[src/rtl/dispatch_pkg.sv]
// Shared types, constants and the instruction decoder for the dispatch stage.
// Decodes an RV32-style subset: OP, OP-IMM, LOAD, STORE, BRANCH.
package dispatch_pkg;

  localparam int REG_ADDRESS_SIZE = 5;
  localparam int INSTR_SIZE       = 32;

  localparam logic [2:0] UNIT_ALU = 3'b001;
  localparam logic [2:0] UNIT_MUL = 3'b010;
  localparam logic [2:0] UNIT_MEM = 3'b100;

  localparam logic [6:0] OPC_OP     = 7'b0110011;
  localparam logic [6:0] OPC_OPIMM  = 7'b0010011;
  localparam logic [6:0] OPC_LOAD   = 7'b0000011;
  localparam logic [6:0] OPC_STORE  = 7'b0100011;
  localparam logic [6:0] OPC_BRANCH = 7'b1100011;

  typedef struct packed {
    logic [INSTR_SIZE-1:0] instr;
    logic [INSTR_SIZE-1:0] pc;
  } iq_entry_t;

  typedef struct packed {
    logic [2:0]                  unit;
    logic [REG_ADDRESS_SIZE-1:0] src1;
    logic [REG_ADDRESS_SIZE-1:0] src2;
    logic [REG_ADDRESS_SIZE-1:0] dest;
    logic [31:0]                 imm;
    logic [31:0]                 bimm;
    logic                        immEn;
    logic                        store;
    logic                        branch;
    logic                        write;
    logic                        op;
  } decode_t;

  function automatic decode_t decode(input logic [INSTR_SIZE-1:0] instr);
    decode_t d;
    d.unit   = UNIT_ALU;
    d.src1   = instr[19:15];
    d.src2   = instr[24:20];
    d.dest   = instr[11:7];
    d.imm    = {{20{instr[31]}}, instr[31:20]};
    d.bimm   = {{19{instr[31]}}, instr[31], instr[7], instr[30:25], instr[11:8], 1'b0};
    d.immEn  = 1'b0;
    d.store  = 1'b0;
    d.branch = 1'b0;
    d.write  = 1'b0;
    d.op     = instr[30];
    // Unknown opcodes behave as an ALU op with no second register source.
    case (instr[6:0])
      OPC_OP: begin
        d.write = 1'b1;
        if (instr[31:25] == 7'b0000001) d.unit = UNIT_MUL;
      end
      OPC_OPIMM: begin
        d.immEn = 1'b1;
        d.write = 1'b1;
      end
      OPC_LOAD: begin
        d.unit  = UNIT_MEM;
        d.immEn = 1'b1;
        d.write = 1'b1;
      end
      OPC_STORE: begin
        d.unit  = UNIT_MEM;
        d.immEn = 1'b1;
        d.store = 1'b1;
        d.imm   = {{20{instr[31]}}, instr[31:25], instr[11:7]};
      end
      OPC_BRANCH: d.branch = 1'b1;
      default:    d.immEn  = 1'b1;
    endcase
    return d;
  endfunction

endpackage

[src/rtl/dispatch_iq.sv]
// Instruction queue: power-of-two FIFO of {instr,pc} with flush and
// asynchronous active-low reset; no fall-through from enqueue to head.
module dispatch_iq
  import dispatch_pkg::*;
#(
  parameter int DEPTH = 4
) (
  input  logic      clk,
  input  logic      reset,
  input  logic      i_push,
  input  iq_entry_t i_data,
  input  logic      i_pop,
  input  logic      i_flush,
  output logic      o_ready,
  output logic      o_valid,
  output iq_entry_t o_head
);

  localparam int PTR_W = $clog2(DEPTH);
  localparam int CNT_W = PTR_W + 1;

  iq_entry_t        r_mem [DEPTH];
  logic [PTR_W-1:0] r_wrPtr;
  logic [PTR_W-1:0] r_rdPtr;
  logic [CNT_W-1:0] r_count;
  logic             w_pushFire;
  logic             w_popFire;

  assign o_ready    = (r_count < CNT_W'(DEPTH));
  assign o_valid    = (r_count != '0);
  assign o_head     = r_mem[r_rdPtr];
  assign w_pushFire = i_push & o_ready & ~i_flush;
  assign w_popFire  = i_pop & o_valid & ~i_flush;

  always_ff @(posedge clk) begin
    if (w_pushFire) r_mem[r_wrPtr] <= i_data;
  end

  // Pointers wrap naturally because DEPTH is a power of two.
  always_ff @(posedge clk or negedge reset) begin
    if (!reset) begin
      r_wrPtr <= '0;
      r_rdPtr <= '0;
      r_count <= '0;
    end else if (i_flush) begin
      r_wrPtr <= '0;
      r_rdPtr <= '0;
      r_count <= '0;
    end else begin
      if (w_pushFire) r_wrPtr <= r_wrPtr + PTR_W'(1);
      if (w_popFire)  r_rdPtr <= r_rdPtr + PTR_W'(1);
      r_count <= r_count + CNT_W'(w_pushFire) - CNT_W'(w_popFire);
    end
  end

endmodule

[src/rtl/dispatch_unit.sv]
// Dispatch stage: queues fetched instructions, decodes the head, resolves
// operands and issues in order. DISPATCH_WB_BYPASS_EN enables writeback forwarding.
module dispatch_unit
  import dispatch_pkg::*;
#(
  parameter int REG_SIZE     = 32,
  parameter int ADDRESS_SIZE = 32,
  parameter int ID_SIZE      = 3,
  parameter int IQ_DEPTH     = 4
) (
  input  logic                          clk,
  input  logic                          reset,
  input  logic                          in_valid,
  output logic                          in_ready,
  input  logic [ADDRESS_SIZE-1:0]       in_instr,
  input  logic [ADDRESS_SIZE-1:0]       in_pc,
  output logic [2*REG_ADDRESS_SIZE-1:0] rf_addr,
  input  logic [2*REG_SIZE-1:0]         rf_data,
  input  logic [1:0]                    dep_hit,
  input  logic [1:0]                    dep_ready,
  input  logic [2*REG_SIZE-1:0]         dep_value,
  input  logic                          wb_we,
  input  logic [REG_ADDRESS_SIZE-1:0]   wb_addr,
  input  logic [REG_SIZE-1:0]           wb_value,
  input  logic [2:0]                    unit_stall,
  input  logic                          rob_stall,
  input  logic                          flush,
  output logic                          iss_valid,
  output logic [2:0]                    iss_unit,
  output logic [REG_SIZE-1:0]           iss_op1,
  output logic [REG_SIZE-1:0]           iss_op2,
  output logic [ADDRESS_SIZE-1:0]       iss_bimm,
  output logic [REG_ADDRESS_SIZE-1:0]   iss_dest,
  output logic [2:0]                    iss_ctrl,
  output logic [ID_SIZE-1:0]            iss_tag
);

  iq_entry_t                        w_enq;
  iq_entry_t                        w_head;
  logic                             w_headValid;
  decode_t                          w_dec;
  logic [1:0][REG_ADDRESS_SIZE-1:0] w_src;
  logic [1:0][REG_SIZE-1:0]         w_rf;
  logic [1:0][REG_SIZE-1:0]         w_dep;
  logic [1:0][REG_SIZE-1:0]         w_res;
  logic [REG_SIZE-1:0]              w_imm;
  logic                             w_need2;
  logic                             w_block;
  logic [ID_SIZE-1:0]               r_tag;
  logic                             w_unused;

  assign w_enq = '{instr: INSTR_SIZE'(in_instr), pc: INSTR_SIZE'(in_pc)};

  dispatch_iq #(.DEPTH(IQ_DEPTH)) u_iq (
    .clk     (clk),
    .reset   (reset),
    .i_push  (in_valid),
    .i_data  (w_enq),
    .i_pop   (iss_valid),
    .i_flush (flush),
    .o_ready (in_ready),
    .o_valid (w_headValid),
    .o_head  (w_head)
  );

  assign w_dec   = decode(w_head.instr);
  assign w_src   = {w_dec.src2, w_dec.src1};
  assign rf_addr = w_src;
  assign w_rf    = rf_data;
  assign w_dep   = dep_value;
  assign w_imm   = REG_SIZE'(w_dec.imm);

  // Ready in-flight producers win over writeback, which wins over the bank.
  always_comb begin
    for (int i = 0; i < 2; i++) begin
      w_res[i] = w_rf[i];
`ifdef DISPATCH_WB_BYPASS_EN
      if (wb_we && (wb_addr == w_src[i]) && (w_src[i] != '0)) w_res[i] = wb_value;
`endif
      if (dep_hit[i] && dep_ready[i]) w_res[i] = w_dep[i];
    end
  end

  // Stores carry src2 as data, so they still wait on it despite using an immediate.
  assign w_need2 = ~w_dec.immEn | w_dec.store;
  assign w_block = rob_stall
                 | (|(unit_stall & w_dec.unit))
                 | (dep_hit[0] & ~dep_ready[0])
                 | (w_need2 & dep_hit[1] & ~dep_ready[1]);

  assign iss_valid = w_headValid & ~w_block & ~flush;
  assign iss_unit  = w_headValid ? w_dec.unit : 3'b000;
  assign iss_op1   = w_res[0];
  assign iss_op2   = ((w_dec.unit == UNIT_MEM) || w_dec.immEn) ? w_imm : w_res[1];
  assign iss_bimm  = w_dec.store ? ADDRESS_SIZE'(w_res[1]) : ADDRESS_SIZE'(w_dec.bimm);
  assign iss_dest  = w_dec.dest;
  assign iss_ctrl  = {w_dec.branch, w_dec.write, w_dec.op};
  assign iss_tag   = r_tag;

  always_ff @(posedge clk or negedge reset) begin
    if (!reset)         r_tag <= '0;
    else if (iss_valid) r_tag <= r_tag + ID_SIZE'(1);
  end

`ifdef DISPATCH_WB_BYPASS_EN
  assign w_unused = ^w_head.pc;
`else
  assign w_unused = ^{w_head.pc, wb_we, wb_addr, wb_value};
`endif

endmodule

[config.mk]
export PLATFORM = sky130hd
export DESIGN_NAME = dispatch_unit
export DESIGN_NICKNAME = d
export VERILOG_FILES = /design/src/rtl/dispatch_pkg.sv /design/src/rtl/dispatch_iq.sv /design/src/rtl/dispatch_unit.sv
export SDC_FILE = /design/constraint.sdc
export NUM_CORES = 1
export LEC_CHECK = 0
export BUFFER_PORTS_ARGS = -buffer_cell sky130_fd_sc_hd__clkbuf_2
export CORE_ASPECT_RATIO = 1.25
export CORE_MARGIN = 1.5
export CORE_UTILIZATION = 50
export CTS_CLUSTER_SIZE = 20
export DETAILED_ROUTE_END_ITERATION = 16
export GPL_ROUTABILITY_DRIVEN = 0
export PLACE_DENSITY = 0.78
export SLEW_MARGIN = 10
export SYNTH_ARGS = -nofsm -noshare
export SYNTH_HDL_FRONTEND = slang
export SYNTH_HIERARCHICAL = 1
export SYNTH_SLANG_ARGS = --single-unit
[constraint.sdc]
create_clock -name clk -period 9.2 [get_ports clk]
set_clock_uncertainty 0.1 [all_clocks]
set_input_delay 1.84 -clock clk [delete_from_list [all_inputs] [get_ports clk]]
set_output_delay 1.84 -clock clk [all_outputs]
set_load 0.01 [all_outputs]
==> impl_metrics.yaml, run 1 <==
sta:
  post-route-min-period_ps: 5960
  fin_crit_sh_pct: 64.8
  setup_violations: 0
  final_max_slew_viol_count: 0
  max-slew-margin-rel_pct: 22.2
  rsz0062_at_grt: "no"
  fmax_mhz: 168
  hold_viol_final: 0
  worst_pin_slew_ps: 1160
  fin_setup_tns_ps: 0
die:
  rows: 45
  start_util_pct: 51.5
  dieArea_um2: 13300
  ioPinCount: 364
  die_y_um: 128
  core-area_um2: 12200
  die_x_um: 103
clocking:
  cts_sinks: 126
  cts_made_buffers: 17
  cts_root_buffer: "clkbuf_16"
  clock_path_buffers: 2
  cts_tree: "done"
  cts_setup_buffers: 0
  cts-hold-fix-buffers: 0
  clkSlewWorstSetupHoldPaths_ps: 50
  htreeDepth: 4
  ctsResizeCount: 0
  clock_latency_ps: 400
routing:
  vias: 4870
  viasPerCell: 5.52
  initialDrtViolationCount: 349
  wl_per_cell_um: 21.3
  drtAntennaViolNets: 0
  drc: 0
  drt-total-wl_um: 18800
  drt_pre_antenna_iters: 6
setup_path:
  critPathLaunchType: "register"
  path_max_fanout: 54
  r2r_end: "u_iq/r_count[2]"
  cp-end-kind: "primary output"
  r2r-start: "u_iq/r_rdPtr[0]"
  reg2reg_depth: 14
  crit_type: "register to primary output"
  crit_slowest_cell: "dfrtp_2"
  critPathMaxStageDelay_ps: 1050
  path_cells: "mux4_2, nor2b_1, nor3b_4, buf_4, nor2_1, a21oi_1, clkbuf_2"
  r2r_slack_ps: 4860
  worstPathRequired_ps: 7260
  crit_arrival_ps: 4020
power_and_ir_drop:
  switching_power_w: 0.000347
  pwr-share-clk_pct: 40.3
  seqPwrFrac_pct: 44.7
  internal-power_w: 0.00115
  combPwrFrac_pct: 15.0
  p_per_area_nw_per_um2: 179
  fin_total_pwr_w: 0.00149
  sw_frac_of_total_pct: 23.2
  peakVddDrop_mv: 0.227
  p_leak_nw: 3.67
yosys:
  syn_inst: 420
  syn_nets: 670
  yosysWarnings: 6
  avgSynthCellArea_um2: 15.0
  netlist_area_um2: 6290
place:
  port-buffer-count: 290
  dpl.hpwl_um: 13900
finish:
  drive_gt1_share_pct: 55.0
  layout_common_cells: "clkbuf_2 (290), edfxtp_1 (116), a21oi_1 (59)"
  final_common_cell: "clkbuf_2"
  area_delta_synth_final_pct: 32.8
  nets: 954
global_route:
  grt_overflow_total: 0
  grt_usage_pct: 27.9
  first_global_vias: 4505
  grt_pass1_wl_um: 26000
  antenna_found_initial: 2
  grt_max_degree: 55
job:
  max_cap_violations: 0
status:
  status: "complete, no violations"
hold_path:
  holdCritStartpoint: "iss_tag[2]"
  min-delay-path-class: "register to register"
  hold_depth: 1
  hold_end: "iss_tag[2]"
-- critical path, delay by kind of cell (launching register included) --
family	cells	cell delay, ps
AOI/OAI and AO/OA	1	120
muxes	1	660
DFF	1	1050
buffers and inverters	2	480
and+or+nand+nor	3	1270
-- sequential cells by signal (all words and copies together) (netlist names) --
name          flops
u_iq/r_count      3
u_iq/r_rdPtr      2
u_iq/r_wrPtr      2
iss_tag           3
u_iq/r_mem      116
-- power groups by stage --
stage	combinational, W	clock, W	sequential [W]
2_1_floorplan	0.000113	0	0.000676
5_1_grt	0.000243	0.000636	0.000669
4_1_cts	0.000224	0.000611	0.000667
3_3_place_gp	0.000216	0	0.000675
6_report	0.000224	0.000602	0.000667
3_5_place_dp	0.000221	0	0.000677
-- per-stage QoR --
step / util (%) / std cells / setup slack (ps) / hold WS [ps] / cell area [µm²]
detailed placement: 64.0 / 849 / 3630 / 368 / 7820
CTS: 68.4 / 881 / 3180 / 379 / 8360
finish: 68.4 / 882 / 3240 / 378 / 8360
global route: 68.4 / 881 / 2900 / 390 / 8360
global placement: 64.0 / 849 / 3660 / 360 / 7820
floorplan: - / 420 / 4400 / 404 / 6290
-- how the worst max path moves through the flow --
stage / from / end
2_1_floorplan: dep_hit[1] / iss_bimm[12]
3_3_place_gp: u_iq/r_rdPtr[0] / iss_bimm[29]
3_5_place_dp: u_iq/r_rdPtr[0] / iss_bimm[29]
4_1_cts: u_iq/r_rdPtr[0] / iss_bimm[29]
5_1_grt: u_iq/r_rdPtr[0] / iss_bimm[29]
6_report: u_iq/r_rdPtr[0] / iss_bimm[15]
-- cell type report --
type                            count  area (µm²)
Antenna cell                        1        2.50
Clock buffer                       21         440
Clock inverter                     11        98.8
Fill cell                         857        3860
Inverter                            6        22.5
Multi-Input combinational cell    255        2340
Sequential cell                   126        3730
Tap cell                          164         205
Timing Repair Buffer              298        1510
-- per-layer routing --
metal  wire length (µm)  track usage (%)
met5                 13                0
met1               7270             36.2
met4                307             8.19
met3               1860             8.47
met2               9370             45.4
No activity file was read; power rests on OpenSTA's default activity.
==> run 2, diff against run 1 <==
- ABC_AREA: unset -> 1
- PLACE_DENSITY: 0.78 -> 0.77
- clock period: 9.2 -> 6.1 ns (I/O delays scaled with it)
==> run 2 against run 1 <==
  * Sequential share of layout area decreased by 1.3 points
  * Via count increased by 20%
  * Combinational power increased by 52%
  * Total power increased by 53%
  * Setup slack got worse by 2400 ps
  * First-iteration DRC count increased by 92%
  * Largest cell class unchanged
  * Design area increased by 3.1%
  * Synthesized area increased by 6.1%
==> impl_metrics.yaml, run 2 <==
global_route:
  grt_usage_pct: 31.2
  grt_overflow_total: 0
  grt_pass1_wl_um: 31700
  first_global_vias: 5579
  grt_max_degree: 39
  antenna_found_initial: 20
clocking:
  cts-hold-fix-buffers: 0
  cts_made_buffers: 17
  clock_path_buffers: 2
  cts_setup_buffers: 0
  cts_sinks: 126
  cts_tree: "done"
  clkSlewWorstSetupHoldPaths_ps: 50
  cts_root_buffer: "clkbuf_16"
  clock_latency_ps: 400
  ctsResizeCount: 0
  htreeDepth: 4
finish:
  layout_common_cells: "clkbuf_2 (290), edfxtp_1 (116), nor2_1 (77)"
  multi_input_area_um2: 2440
  drive_gt1_share_pct: 46.0
  largest_reg_flops: 116
  nets: 1128
  final_common_cell: "clkbuf_2"
  area_delta_synth_final_pct: 29.1
  nFillCells: 1047
  regMostFlops: "u_iq/r_mem"
  regArea_um2: 3730
  finalCoreUtilization_pct: 65.4
setup_path:
  cp-end-kind: "primary output"
  crit_slowest_cell: "dfrtp_2"
  path_max_fanout: 38
  worstPathRequired_ps: 4780
  critPathMaxStageDelay_ps: 800
  crit_buf_inv: 3
  crit_arrival_ps: 3990
  crit_type: "register to primary output"
  cp_top_family: "buffers and inverters"
  critPathLaunchType: "register"
  path_cells: "buf_4, o21ai_0, o22ai_1, nand2_1, nor2_1, nand3_2, inv_2, nand2_1, nand2_1, nand2_1, o21ai_1, clkbuf_2"
  critical_path.most_common_cell: "nand2_1"
yosys:
  yosysWarnings: 6
  avgSynthCellArea_um2: 11.0
  netlist_area_um2: 6680
  syn_nets: 860
  syn_inst: 610
sta:
  max-slew-margin-rel_pct: 34.4
  worst_pin_slew_ps: 981
  post-route-min-period_ps: 5310
  fin_crit_sh_pct: 87.0
  fmax_mhz: 188
  final_max_slew_viol_count: 0
  hold_viol_final: 0
  setup_violations: 0
  rsz0062_at_grt: "no"
  fin_setup_tns_ps: 0
  layout_setup_ws_ps: 793
die:
  die_x_um: 106
  ioPinCount: 364
  dieArea_um2: 14100
  core-area_um2: 13200
  start_util_pct: 50.7
  rows: 47
  die_y_um: 132
routing:
  wl_per_cell_um: 20.4
  viasPerCell: 5.46
  drt-total-wl_um: 21900
  drc: 0
  drt_pre_antenna_iters: 5
  initialDrtViolationCount: 669
  drtAntennaViolNets: 0
  vias: 5867
status:
  status: "complete, no violations"
place:
  dpl.hpwl_um: 16400
  port-buffer-count: 290
  pre_cts_ws_ps: 1270
job:
  max_cap_violations: 0
power_and_ir_drop:
  p_per_area_nw_per_um2: 265
  peakVddDrop_mv: 0.327
  p_leak_nw: 3.92
hold_path:
  min-delay-path-class: "register to register"
==> run 2: changes by cell type in the layout (fill, tap and decap cells not counted), moves of 38 or more <==
cell,delta
o21ai_0,+38
nand2_1,+50
o21ai_1,+60
a21oi_1,-58
nor2_1,+50
==> run 2: final cells by class <==
cell class,instances,share of cell area [%]
Antenna cell,13,0.377
Timing Repair Buffer,298,17.5
Multi-Input combinational cell,400,28.3
Tap cell,171,2.48
Clock buffer,21,5.11
Sequential cell,126,43.3
Inverter,35,1.52
Clock inverter,11,1.36
==> run 2: worst paths after layout <==
check                                     start              end  slack (ps)  cells past startpoint
worst max register to register  u_iq/r_rdPtr[0]  u_iq/r_count[2]        1640                     21
max in group asynchronous                 reset  u_iq/r_rdPtr[0]        5070                      1
worst min-delay path                 iss_tag[2]       iss_tag[2]         420                      2
min in group asynchronous                 reset       iss_tag[2]         580                      1
worst min register to register       iss_tag[2]       iss_tag[2]         420                      2
worst max-delay path            u_iq/r_rdPtr[0]       iss_op2[4]         790                     12
==> run 2: routing by layer <==
layer	up-vias	track usage, %	part of all wire (%)
li1	2726	-	-
met1	2731	40.6	37
met2	342	44.0	44
met3	52	14.8	14
met4	16	14.2	3.2
met5	-	0	0.46
==> run 2: tightest hold or removal path: cells and delay by family, from the launching register on <==
family,cells,cell delay (ps)
simple gates,2,120
flops,1,380
==> run 2: power by group <==
group	internal (W)	total, W	switching [W]
clock network	0.000598	0.000940	0.000342
registers	0.000982	0.00100	0.0000180
logic	0.000142	0.000341	0.000199
==> run 2: stage by stage <==
stage	total power, W	hold WS, ps	instances	instance area, µm²
floorplan	0.00119	416	610	6680
global placement	0.00135	388	1030	8030
detailed placement	0.00135	410	1030	8030
CTS	0.00228	423	1062	8590
global route	0.00236	447	1066	8600
finish	0.00228	424	1075	8620
==> run 3, diff against run 2 <==
- ABC_AREA: 1 -> unset
- PLACE_DENSITY: 0.77 -> 0.78
==> run 3 against run 2 <==
  * Global-route usage decreased by 3.7 points
  * Count of clock-buffer cells in the layout is 1 higher
  * Critical path depth fell by 4
  * Via count is 17% lower
  * Final cell count down 18%
  * Core utilization is 3.1 points higher
  * Clock power down 2.6%
  * Critical endpoint is now iss_bimm[29]
  * Design area down 2.9%
  * Total power fell by 0.99%
  * Die area is 5.6% lower
==> impl_metrics.yaml, run 3 (synthesized netlist as in run 1, its figures left out) <==
die:
  dieArea_um2: 13300
  ioPinCount: 364
  rows: 45
  start_util_pct: 51.5
  core-area_um2: 12200
  die_y_um: 128
  die_x_um: 103
clocking:
  clock_latency_ps: 410
  htreeDepth: 4
  cts_setup_buffers: 0
  cts-hold-fix-buffers: 0
  ctsResizeCount: 0
  clkSlewWorstSetupHoldPaths_ps: 50
  clock_path_buffers: 2
  cts_sinks: 126
  cts_root_buffer: "clkbuf_16"
  cts_tree: "done"
  cts_made_buffers: 17
hold_path:
  min-delay-path-class: "register to register"
  hold_depth: 1
finish:
  instances_no_fill: 883
  largest_reg_flops: 116
  regMostFlops: "u_iq/r_mem"
  drive_gt1_share_pct: 55.2
  area_delta_synth_final_pct: 33.0
  nFillCells: 875
  final_common_cell: "clkbuf_2"
  layout_common_cells: "clkbuf_2 (290), edfxtp_1 (116), a21oi_1 (59)"
  nets: 955
sta:
  fin_setup_tns_ps: 0
  fin_crit_sh_pct: 84.5
  worst_pin_slew_ps: 1170
  rsz0062_at_grt: "no"
  setup_violations: 0
  hold_viol_final: 0
  fmax_mhz: 194
  post-route-min-period_ps: 5160
  final_max_slew_viol_count: 0
  max-slew-margin-rel_pct: 21.4
setup_path:
  reg2reg_depth: 15
  path_max_fanout: 54
  critPathLaunchType: "register"
  worstPathRequired_ps: 4780
  r2r_slack_ps: 1840
  crit_arrival_ps: 3840
  cp-end-kind: "primary output"
  crit_type: "register to primary output"
routing:
  drtAntennaViolNets: 0
  drt-total-wl_um: 18500
  vias: 4859
  wl_per_cell_um: 21.0
  drc: 0
  viasPerCell: 5.50
  drt_pre_antenna_iters: 5
  initialDrtViolationCount: 446
global_route:
  grt_pass1_wl_um: 25900
  first_global_vias: 4568
  grt_overflow_total: 0
  grt_max_degree: 55
  antenna_found_initial: 3
  grt_usage_pct: 27.5
power_and_ir_drop:
  pwr-share-clk_pct: 40.6
  sw_frac_of_total_pct: 23.3
  peakVddDrop_mv: 0.280
  internal-power_w: 0.00173
  seqPwrFrac_pct: 44.5
  combPwrFrac_pct: 14.9
  p_per_area_nw_per_um2: 270
  switching_power_w: 0.000526
  p_leak_nw: 3.68
place:
  place_inst: 850
  dpl.hpwl_um: 13800
  port-buffer-count: 290
job:
  max_cap_violations: 0
status:
  status: "complete, no violations"
run 3: worst paths after layout:
kind,start,endpoint
hold / removal,iss_tag[2],iss_tag[2]
setup / recovery,u_iq/r_rdPtr[0],iss_bimm[29]
max in group asynchronous,reset,u_iq/r_rdPtr[0]
setup reg to reg,u_iq/r_rdPtr[0],u_iq/r_count[2]
min in group asynchronous,reset,iss_tag[0]
hold reg to reg,iss_tag[2],iss_tag[2]
run 3: final cells by class:
type                            instances  area, µm²  area share, %
Clock buffer                           22        444           5.31
Sequential cell                       126       3730           44.6
Clock inverter                         10       96.3           1.15
Inverter                                6       22.5          0.269
Multi-Input combinational cell        255       2340           28.0
Tap cell                              164        205           2.45
Antenna cell                            1       2.50         0.0299
Timing Repair Buffer                  299       1520           18.1
run 3: through the flow:
stage / worst slack, ps / hold WS [ps] / total power (W) / utilization [%] / area [µm²]
CTS: 917 / 366 / 0.00227 / 68.5 / 8360
global route: 670 / 392 / 0.00234 / 68.5 / 8370
global placement: 1410 / 366 / 0.00134 / 64.0 / 7820
floorplan: 2530 / 404 / 0.00119 / - / 6290
finish: 945 / 367 / 0.00226 / 68.5 / 8370
detailed placement: 1390 / 358 / 0.00135 / 64.0 / 7820
run 3: power groups by stage:
stage	combinational (W)	sequential (W)	clock, W
floorplan	0.000171	0.00102	0
global placement	0.000327	0.00102	0
detailed placement	0.000334	0.00102	0
CTS	0.000337	0.00100	0.000926
global route	0.000364	0.00101	0.000964
finish	0.000337	0.00101	0.000916
run 3: layer usage:
layer | track usage [%] | part of all wire [%] | wire, µm
met5 | 0 | 0.12 | 23
met2 | 41.3 | 47 | 8680
met1 | 37.0 | 39 | 7300
met3 | 8.58 | 11 | 1960
met4 | 12.2 | 3.2 | 590
run 3: critical path, stage by stage (launching register included):
cell and delay [ps]:
dfrtp_2 520, buf_4 480, mux4_2 700, nor2b_1 220
nor3b_4 200, buf_4 460, nor2_1 400, a21oi_1 220
clkbuf_2 210
